`config.mk`:
```
export PLATFORM = sky130hd
export DESIGN_NAME = tri_bus_drive_ctrl
export DESIGN_NICKNAME = d
export VERILOG_FILES = /design/src/rtl/tri_bus_drive_ctrl.sv
export SDC_FILE = /design/constraint.sdc
export NUM_CORES = 1
export LEC_CHECK = 0
export ABC_CLOCK_PERIOD_IN_PS = 2100
export CORE_ASPECT_RATIO = 0.75
export CORE_UTILIZATION = 60
export CTS_CLUSTER_DIAMETER = 120
export DETAILED_ROUTE_END_ITERATION = 16
export DONT_BUFFER_PORTS = 1
export PLACE_DENSITY = 0.77
export SLEW_MARGIN = 20
export SYNTH_ARGS = -nofsm -noshare
export SYNTH_HDL_FRONTEND = slang
export SYNTH_SLANG_ARGS = --single-unit
```
`constraint.sdc`:
```
create_clock -name clk -period 2.1 [get_ports clk]
set_clock_uncertainty 0.2 [all_clocks]
set_input_delay 0.21 -clock clk [delete_from_list [all_inputs] [get_ports clk]]
set_output_delay 0.21 -clock clk [all_outputs]
set_load 0.02 [all_outputs]
```
`src/rtl/tri_bus_drive_ctrl.sv`:
```
// ---------------------------------------------------------------------------
// tri_bus_drive_ctrl
//   Upstream controller for an 8-bit tri-state bus driver. Producer words are
//   buffered in a small FIFO. The block requests the shared bus and then drives
//   one word per target acknowledge through the tri-state buffer's data_in and
//   enable. After it releases the bus it stays idle for a turnaround gap, so two
//   drivers never overlap on the bus.
//
//   Optional feature macro: BUS_BURST_LIMIT_EN
//     When it is defined, one grant is limited to MAX_BURST acknowledged words.
//     After the last of them the block releases the bus and requests it again.
//
// Ports
//   clk         rising-edge clock
//   rst         synchronous, active-high reset
//   in_data     producer word
//   in_valid    producer word valid
//   in_ready    FIFO can accept a word (fifo_count < FIFO_DEPTH)
//   bus_req     request to the bus arbiter
//   bus_grant   arbiter grant (level)
//   bus_ack     target accepted the word currently driven
//   drv_data    tri-state buffer data_in (0 whenever drv_en=0)
//   drv_en      tri-state buffer enable
//   fifo_count  number of words held
//   busy        state != IDLE or FIFO not empty
// ---------------------------------------------------------------------------
module tri_bus_drive_ctrl #(
    parameter int unsigned DATA_WIDTH = 8,
    parameter int unsigned FIFO_DEPTH = 4,
    parameter int unsigned TURNAROUND = 1,
    parameter int unsigned MAX_BURST  = 4
) (
    input  logic                        clk,
    input  logic                        rst,
    input  logic [DATA_WIDTH-1:0]       in_data,
    input  logic                        in_valid,
    output logic                        in_ready,
    output logic                        bus_req,
    input  logic                        bus_grant,
    input  logic                        bus_ack,
    output logic [DATA_WIDTH-1:0]       drv_data,
    output logic                        drv_en,
    output logic [$clog2(FIFO_DEPTH):0] fifo_count,
    output logic                        busy
);

    localparam int unsigned PTR_W  = $clog2(FIFO_DEPTH);
    localparam int unsigned CNT_W  = PTR_W + 1;
    localparam int unsigned TURN_W = (TURNAROUND > 1) ? $clog2(TURNAROUND) : 1;

    typedef enum logic [1:0] {
        ST_IDLE  = 2'd0,
        ST_REQ   = 2'd1,
        ST_DRIVE = 2'd2,
        ST_TURN  = 2'd3
    } state_t;

    state_t                  state;
    state_t                  state_nxt;

    logic [DATA_WIDTH-1:0]   mem [FIFO_DEPTH];
    logic [PTR_W-1:0]        wr_ptr;
    logic [PTR_W-1:0]        rd_ptr;
    logic [CNT_W-1:0]        count;
    logic [TURN_W-1:0]       turn_cnt;

    logic                    push;
    logic                    pop;
    logic                    last_word;
    logic                    turn_done;
    logic                    burst_done;

    // A lost grant takes priority over an ack in the same cycle: no pop.
    assign push      = in_valid && in_ready;
    assign pop       = (state == ST_DRIVE) && bus_grant && bus_ack;
    assign last_word = (count == CNT_W'(1)) && !push;
    assign turn_done = (turn_cnt == TURN_W'(TURNAROUND - 1));

    // FIFO storage; contents need no reset because the count gates every read.
    always_ff @(posedge clk) begin
        if (push) begin
            mem[wr_ptr] <= in_data;
        end
    end

    // FIFO pointers and occupancy; pointers wrap naturally at power-of-2 depth.
    always_ff @(posedge clk) begin
        if (rst) begin
            wr_ptr <= '0;
            rd_ptr <= '0;
            count  <= '0;
        end else begin
            if (push) begin
                wr_ptr <= wr_ptr + PTR_W'(1);
            end
            if (pop) begin
                rd_ptr <= rd_ptr + PTR_W'(1);
            end
            case ({push, pop})
                2'b10:   count <= count + CNT_W'(1);
                2'b01:   count <= count - CNT_W'(1);
                default: count <= count;
            endcase
        end
    end

`ifdef BUS_BURST_LIMIT_EN
    localparam int unsigned BURST_W = $clog2(MAX_BURST + 1);

    logic [BURST_W-1:0] burst_cnt;

    // Acks within the current DRIVE period; held at zero outside DRIVE so
    // every new DRIVE period starts from zero.
    always_ff @(posedge clk) begin
        if (rst) begin
            burst_cnt <= '0;
        end else if (state != ST_DRIVE) begin
            burst_cnt <= '0;
        end else if (pop) begin
            burst_cnt <= burst_cnt + BURST_W'(1);
        end
    end

    assign burst_done = (burst_cnt == BURST_W'(MAX_BURST - 1));
`else
    logic unused_max_burst;

    assign unused_max_burst = |MAX_BURST;
    assign burst_done       = 1'b0;
`endif

    // Turnaround gap counter; runs only while in TURN.
    always_ff @(posedge clk) begin
        if (rst) begin
            turn_cnt <= '0;
        end else if (state != ST_TURN) begin
            turn_cnt <= '0;
        end else if (!turn_done) begin
            turn_cnt <= turn_cnt + TURN_W'(1);
        end
    end

    // State register.
    always_ff @(posedge clk) begin
        if (rst) begin
            state <= ST_IDLE;
        end else begin
            state <= state_nxt;
        end
    end

    // Next-state logic.
    always_comb begin
        state_nxt = state;
        case (state)
            ST_IDLE: begin
                if (count != '0) begin
                    state_nxt = ST_REQ;
                end
            end
            ST_REQ: begin
                if (bus_grant) begin
                    state_nxt = ST_DRIVE;
                end
            end
            ST_DRIVE: begin
                if (!bus_grant) begin
                    state_nxt = ST_TURN;
                end else if (bus_ack && (last_word || burst_done)) begin
                    state_nxt = ST_TURN;
                end
            end
            ST_TURN: begin
                if (turn_done) begin
                    state_nxt = ST_IDLE;
                end
            end
            default: state_nxt = ST_IDLE;
        endcase
    end

    // Bus controls are decoded from the registered state only.
    assign bus_req    = (state == ST_REQ) || (state == ST_DRIVE);
    assign drv_en     = (state == ST_DRIVE);
    assign drv_data   = drv_en ? mem[rd_ptr] : '0;
    assign fifo_count = count;
    assign in_ready   = (count < CNT_W'(FIFO_DEPTH));
    assign busy       = (state != ST_IDLE) || (count != '0);

endmodule

```
=== After elaboration in Yosys (flattened, before gate mapping) ===
Memories as Yosys holds them, arrays and structs flattened. A register that Yosys moved wholly into a read port is not among the register bits.
Index checks and enable logic that the tools add are counted.

* Add/subtract/negate cells: 5
* $mul: 0
* Divide/modulo/power cells: 0
* $lt $le $gt $ge: 1
* Equal/unequal tests: 11
* Shift operators: 0
* Mux-type cells: 12
* Bitwise gates (word level): 1
* Reductions and logical operators: 14

{| class="wikitable"
|+ Operators by type and width
! operator !! count
|-
| $mux W2 || 7
|-
| $mux W8 || 1
|-
| $ne A2 B2 Y1 const B || 4
|-
| $pmux W2 S4 || 1
|-
| $eq A2 B2 Y1 const B || 3
|-
| $pmux W3 S2 || 1
|-
| $logic_and A1 B1 Y1 || 5
|-
| $add A2 B1 Y2 const B || 2
|-
| $eq A2 B1 Y1 const B || 2
|-
| $reduce_and A4 Y1 || 1
|-
| $reduce_bool A2 Y1 || 2
|-
| $add A3 B1 Y3 const B || 1
|-
| $eq A3 B1 Y1 const B || 1
|-
| $lt A3 B3 Y1 const B || 1
|-
| $ne A3 B2 Y1 const B || 1
|-
| $reduce_bool A3 Y1 || 1
|-
| $reduce_or A3 Y1 || 1
|-
| $sub A3 B1 Y3 const B || 1
|-
| $logic_not A2 Y1 || 1
|-
| $logic_or A1 B1 Y1 || 2
|-
| $mux W1 || 2
|-
| $add A1 B1 Y1 const B || 1
|-
| $logic_not A1 Y1 || 1
|-
| $not A1 Y1 || 1
|}

* Register bits after elaboration: 10
* Latch bits: 0
* RAM bits: 32
* Memory bits (read-only): 0
* Input bits: 13
* Output and inout port bits: 15
* Logic and storage cells: 50
* Memories: 1

{| class="wikitable"
|+ Memory list
! name !! words !! width !! read ports !! clocked after memory_dff !! wr ports !! RTL line !! text
|-
| mem || 4 || 8 || 1 || 1 || 1 || 61 || <nowiki>logic [DATA_WIDTH-1:0] mem [FIFO_DEPTH];</nowiki>
|}

=== Logic depth before layout (Yosys ltp) ===
* Word-level depth: 8
* Mapped depth: 7
* Gate-level depth less buffers: 7

=== Worst setup path before layout ===
OpenSTA, ideal clock, no wires.

* Path type: reg-to-reg
* From: register state[0]
* To: register count[2], in the netlist fifo_count[2]
* Library setup time: 70 ps
* Arrival time: 1778 ps
* Required time: 1830 ps
* Setup slack: 52 ps
* Stages on the path, launching flop included: 7
* Path buffers: 0
* Period minus slack after synthesis: 2048 ps
* Cell sequence: dfxtp_1 > inv_1 > ha_1 > and3_1 > ha_1 > or3_1 > a21oi_1

* Word-level cells in the longest chain between the ends: 5
* Elaborated cells between the ends (all ways): 7
* Those cells by class: 3 x eq/ne; 1 x mux; 3 x reduce/logical

{| class="wikitable"
|+ Ends and longest elaborated chain
! element !! RTL line !! text
|-
| start, declared || 58 || <nowiki>state_t state;</nowiki>
|-
| start signal, assigned || 148 || <nowiki>state <= state_nxt;</nowiki>
|-
| $eq A2 B2 Y1 (*) || -- ||
|-
| net drv_en || 42 || <nowiki>output logic drv_en,</nowiki>
|-
| $logic_and A1 B1 Y1 (*) (2 in a row) || 75 || <nowiki>assign pop = (state == ST_DRIVE) && bus_grant && bus_ack;</nowiki>
|-
| net pop || 68 || <nowiki>logic pop;</nowiki>
|-
| $eq A2 B1 Y1 or $eq A2 B2 Y1 (tied branches) || 99 || <nowiki>case ({push, pop})</nowiki>
|-
| $pmux W3 S2 or $reduce_bool A2 Y1 (tied branches) || -- ||
|-
| end signal, assigned || 100 || <nowiki>2'b10: count <= count + CNT_W'(1);</nowiki>
|-
| end signal, assigned || 101 || <nowiki>2'b01: count <= count - CNT_W'(1);</nowiki>
|-
| end signal, assigned || 102 || <nowiki>default: count <= count;</nowiki>
|-
| end, declared || 64 || <nowiki>logic [CNT_W-1:0] count;</nowiki>
|}

Mark *: on every way through the listed nets, which the timed path passes. The rest lies on a longest branch.
A chain may end at the register's enable or synchronous reset.

==> summary.txt <==
Clock tree
  • CTS tree: done
  • Clock sinks: 44
  • Total CTS buffers: 5
  • Clock Latency Late Sink: 0.29 ns
  • H-tree depth: 2
  • Max clock buf depth: 2
  • Clock-pin slew on the worst setup and hold paths: 0.08 ns
  • Root buffer cell: clkbuf_8
  • # Post-CTS Setup Buffers: 0

Synthesis
  • Synth unique cells: 26
  • Synth area leaders: edfxtp_1 (50%), dfxtp_1 (13%), mux4_2 (9.4%)
  • Largest area contributor in the synthesized netlist: edfxtp_1
  • Synth Warn #: 0
  • Top-area cell type share of the netlist area: 0.502
  • Post-synthesis compound-gate area fraction: 0.0190
  • Largest family of logic cells by synthesized area: multiplexers
  • Most common cell in the netlist: edfxtp_1
  • Synth async-reset ratio: 0
  • Post-synthesis xor/xnor area fraction: 0.0229
  • Post-synthesis register bit count: 44
  • Seq/Total Area, Yosys: 0.628
  • Multiplexer share of the synthesized area: 0.115
  • Area share of and/or/nand/nor cells after synthesis: 0.0922
  • Post-Synthesis Cell Area: 0.00191 mm2
  • Top cells by instance count after synthesis: edfxtp_1 (32), ha_1 (14), and2_1 (12), dfxtp_1 (12)
  • Synthesized instance count: 125
  • Post-Syn Nets: 152
  • Mean Syn Cell Area: between 15 and 20 um2
  • Post-synth EDFFs: 32
  • Most common flop cell mapped by yosys: edfxtp_1
  • Post-synthesis adder-cell area fraction: 0.0916

Power and ir drop
  • Gate power share: 0.210
  • Clk pwr share: 0.269
  • Maximum VDD drop: roughly 0.00070 V
  • Pwr Density: just over 900 mW/mm2
  • Sequential Power Share: 0.521
  • Total power draw: 0.00202 W
  • Sw Pwr: ~0.00056 W
  • Leakage power: 0.795 nW
  • P_int: 0.00146 W
  • Net Sw Frac: 0.279

Critical path
  • Crit path launch type: flop
  • Flop-to-flop setup slack: about 0.16 ns
  • Crit Path Class: reg2out
  • Worst Path Required: 1.69 ns
  • Crit path cell chain: buf_4, mux4_2, and2_1
  • Worst Path Max Fanout: 8
  • Worst path slowest cell: mux4_2
  • R2R cell count: 6
  • Crit path capture type: output port
  • Critical path arrival: 1.58 ns
  • CP max stage delay: around 0.52 ns

Min path
  • Hold path depth: 3
  • Min-delay worst type: in2reg

STA
  • Unrepaired setup endpoints after global routing: no
  • Post-Route Hold Slack: 0.00343 ns
  • Fin. Hold Viols: 0
  • Pins Over Slew Limit: 0
  • Tmin final: around 2.0 ns
  • Max frequency: 503 MHz
  • Total negative slack: 0 ns
  • Final Cycle Share: 0.947
  • Final setup fails: 0

Finish
  • Fin util: 0.734
  • Nets: between 150 and 200
  • Share of layout cells above drive strength 1: 0.160
  • Syn-to-layout area delta: 14.3%
  • # diodes: 0

Die
  • Die area: 0.00342 mm2
  • Initial core utilization: 0.642
  • IO Count: 28
  • Core ar.: 0.00298 mm2
  • Die height: 50.9 um
  • DIE WIDTH: 67.2 um
  • Row cnt: 17

Routing
  • Final WL: approximately 3100 um
  • Routed WL per cell: 17.1 um
  • Vias: 1005
  • # DRC: 0
  • Antenna viol nets, final: 0
  • Routed vias/inst: 5.52
  • Detailed Routing Iterations Pass 1: 4
  • DR iter-0 viols: 50

Flow run
  • Max-Cap Viols: 0

Global routing
  • First-pass GRT wire length: 4820 um
  • Initial antenna violation count: 0
  • Largest net degree at the start of global routing: 14
  • Vias in the first global route: 1034
  • Total track usage: 0.208
  • GRT overflow: 0

Placed design
  • IO Port Bufs: 0
  • RePlAce Congestion: 0.740
  • Detail Placement HPWL: 2030 um

Run status
  • Run status: completed
final cells by class:
cell class	count	area [um2]
Multi-Input combinational cell	68	668
Fill cell	188	791
Clock inverter	1	7.51
Tap cell	38	47.5
Timing Repair Buffer	16	145
Clock buffer	7	86.3
Sequential cell	44	1200
Inverter	8	30.0
timing repair:
action                                  CTS  global route
hold buffers                             10             0
hold endpoints to repair                 43             0
gates resized for setup                   0             2
endpoints found under the setup margin    0             1
logic make-up after synthesis:
group,Yosys count
compound gates,5
xor+xnor,5
fa+ha+maj,14
buf+inv,13
flops,44
mux,12
other cells,1
simple gates,31
cell usage in the layout, fill, tap and decap left out, types with 2 or more instances in the layout:
master,n
edfxtp_1,32
ha_1,13
and2_1,12
dfxtp_1,11
dlygate4sd3_1,10
inv_1,8
mux4_2,8
nor2_1,7
clkbuf_8,6
buf_4,6
mux2i_1,4
nand2b_1,4
xor2_1,3
nand2_1,2
xnor2_1,2
per-layer routing:
metal  GRT usage  part of all wire  vias up
met5           0                 0        -
met4      0.0816             0.011        0
met3      0.0871             0.042        4
met2       0.328              0.50       21
met1       0.252              0.45      499
li1            -                 -      481
worst paths after layout:
| check | from | end |
|---|---|---|
| worst max-delay path | flop | drv_data[3] |
| worst min-delay path | bus_ack | rd_ptr[1] |
| worst max register to register | state[0] | fifo_count[2] |
| worst min register to register | state[0] | state[0] |
worst max-delay path: cells and delay by family, from the launching register on:
kind | cells | cell delay, ns
flops | 1 | 0.32
simple gates | 1 | 0.24
mux | 1 | 0.52
buf+inv | 1 | 0.20
per-stage QoR:
| step | instance area, um2 | std cells | worst slack (ns) |
|---|---|---|---|
| floorplan | 1910 | 125 | 0.0522 |
| global placement | 1980 | 164 | 0.133 |
| detailed placement | 1980 | 164 | 0.0360 |
| CTS | 2170 | 182 | 0.00942 |
| global route | 2190 | 182 | 0.0264 |
| finish | 2190 | 182 | 0.112 |
power by group through the flow:
| stage | sequential [W] | combinational [W] | clock (W) |
|---|---|---|---|
| after floorplan | 0.00107 | 0.000304 | 0 |
| after detailed placement | 0.00107 | 0.000395 | 0 |
| final | 0.00105 | 0.000425 | 0.000544 |
| after global routing | 0.00106 | 0.000477 | 0.000583 |
| after global placement | 0.00107 | 0.000388 | 0 |
| after CTS | 0.00105 | 0.000422 | 0.000546 |
state kept, by name, indices dropped and copies added (netlist names), named ones only:
name        cells
fifo_count      3
wr_ptr          2
rd_ptr          2
mem            32
turn_cnt        1
state           2
(Power assumes the default switching activity.)
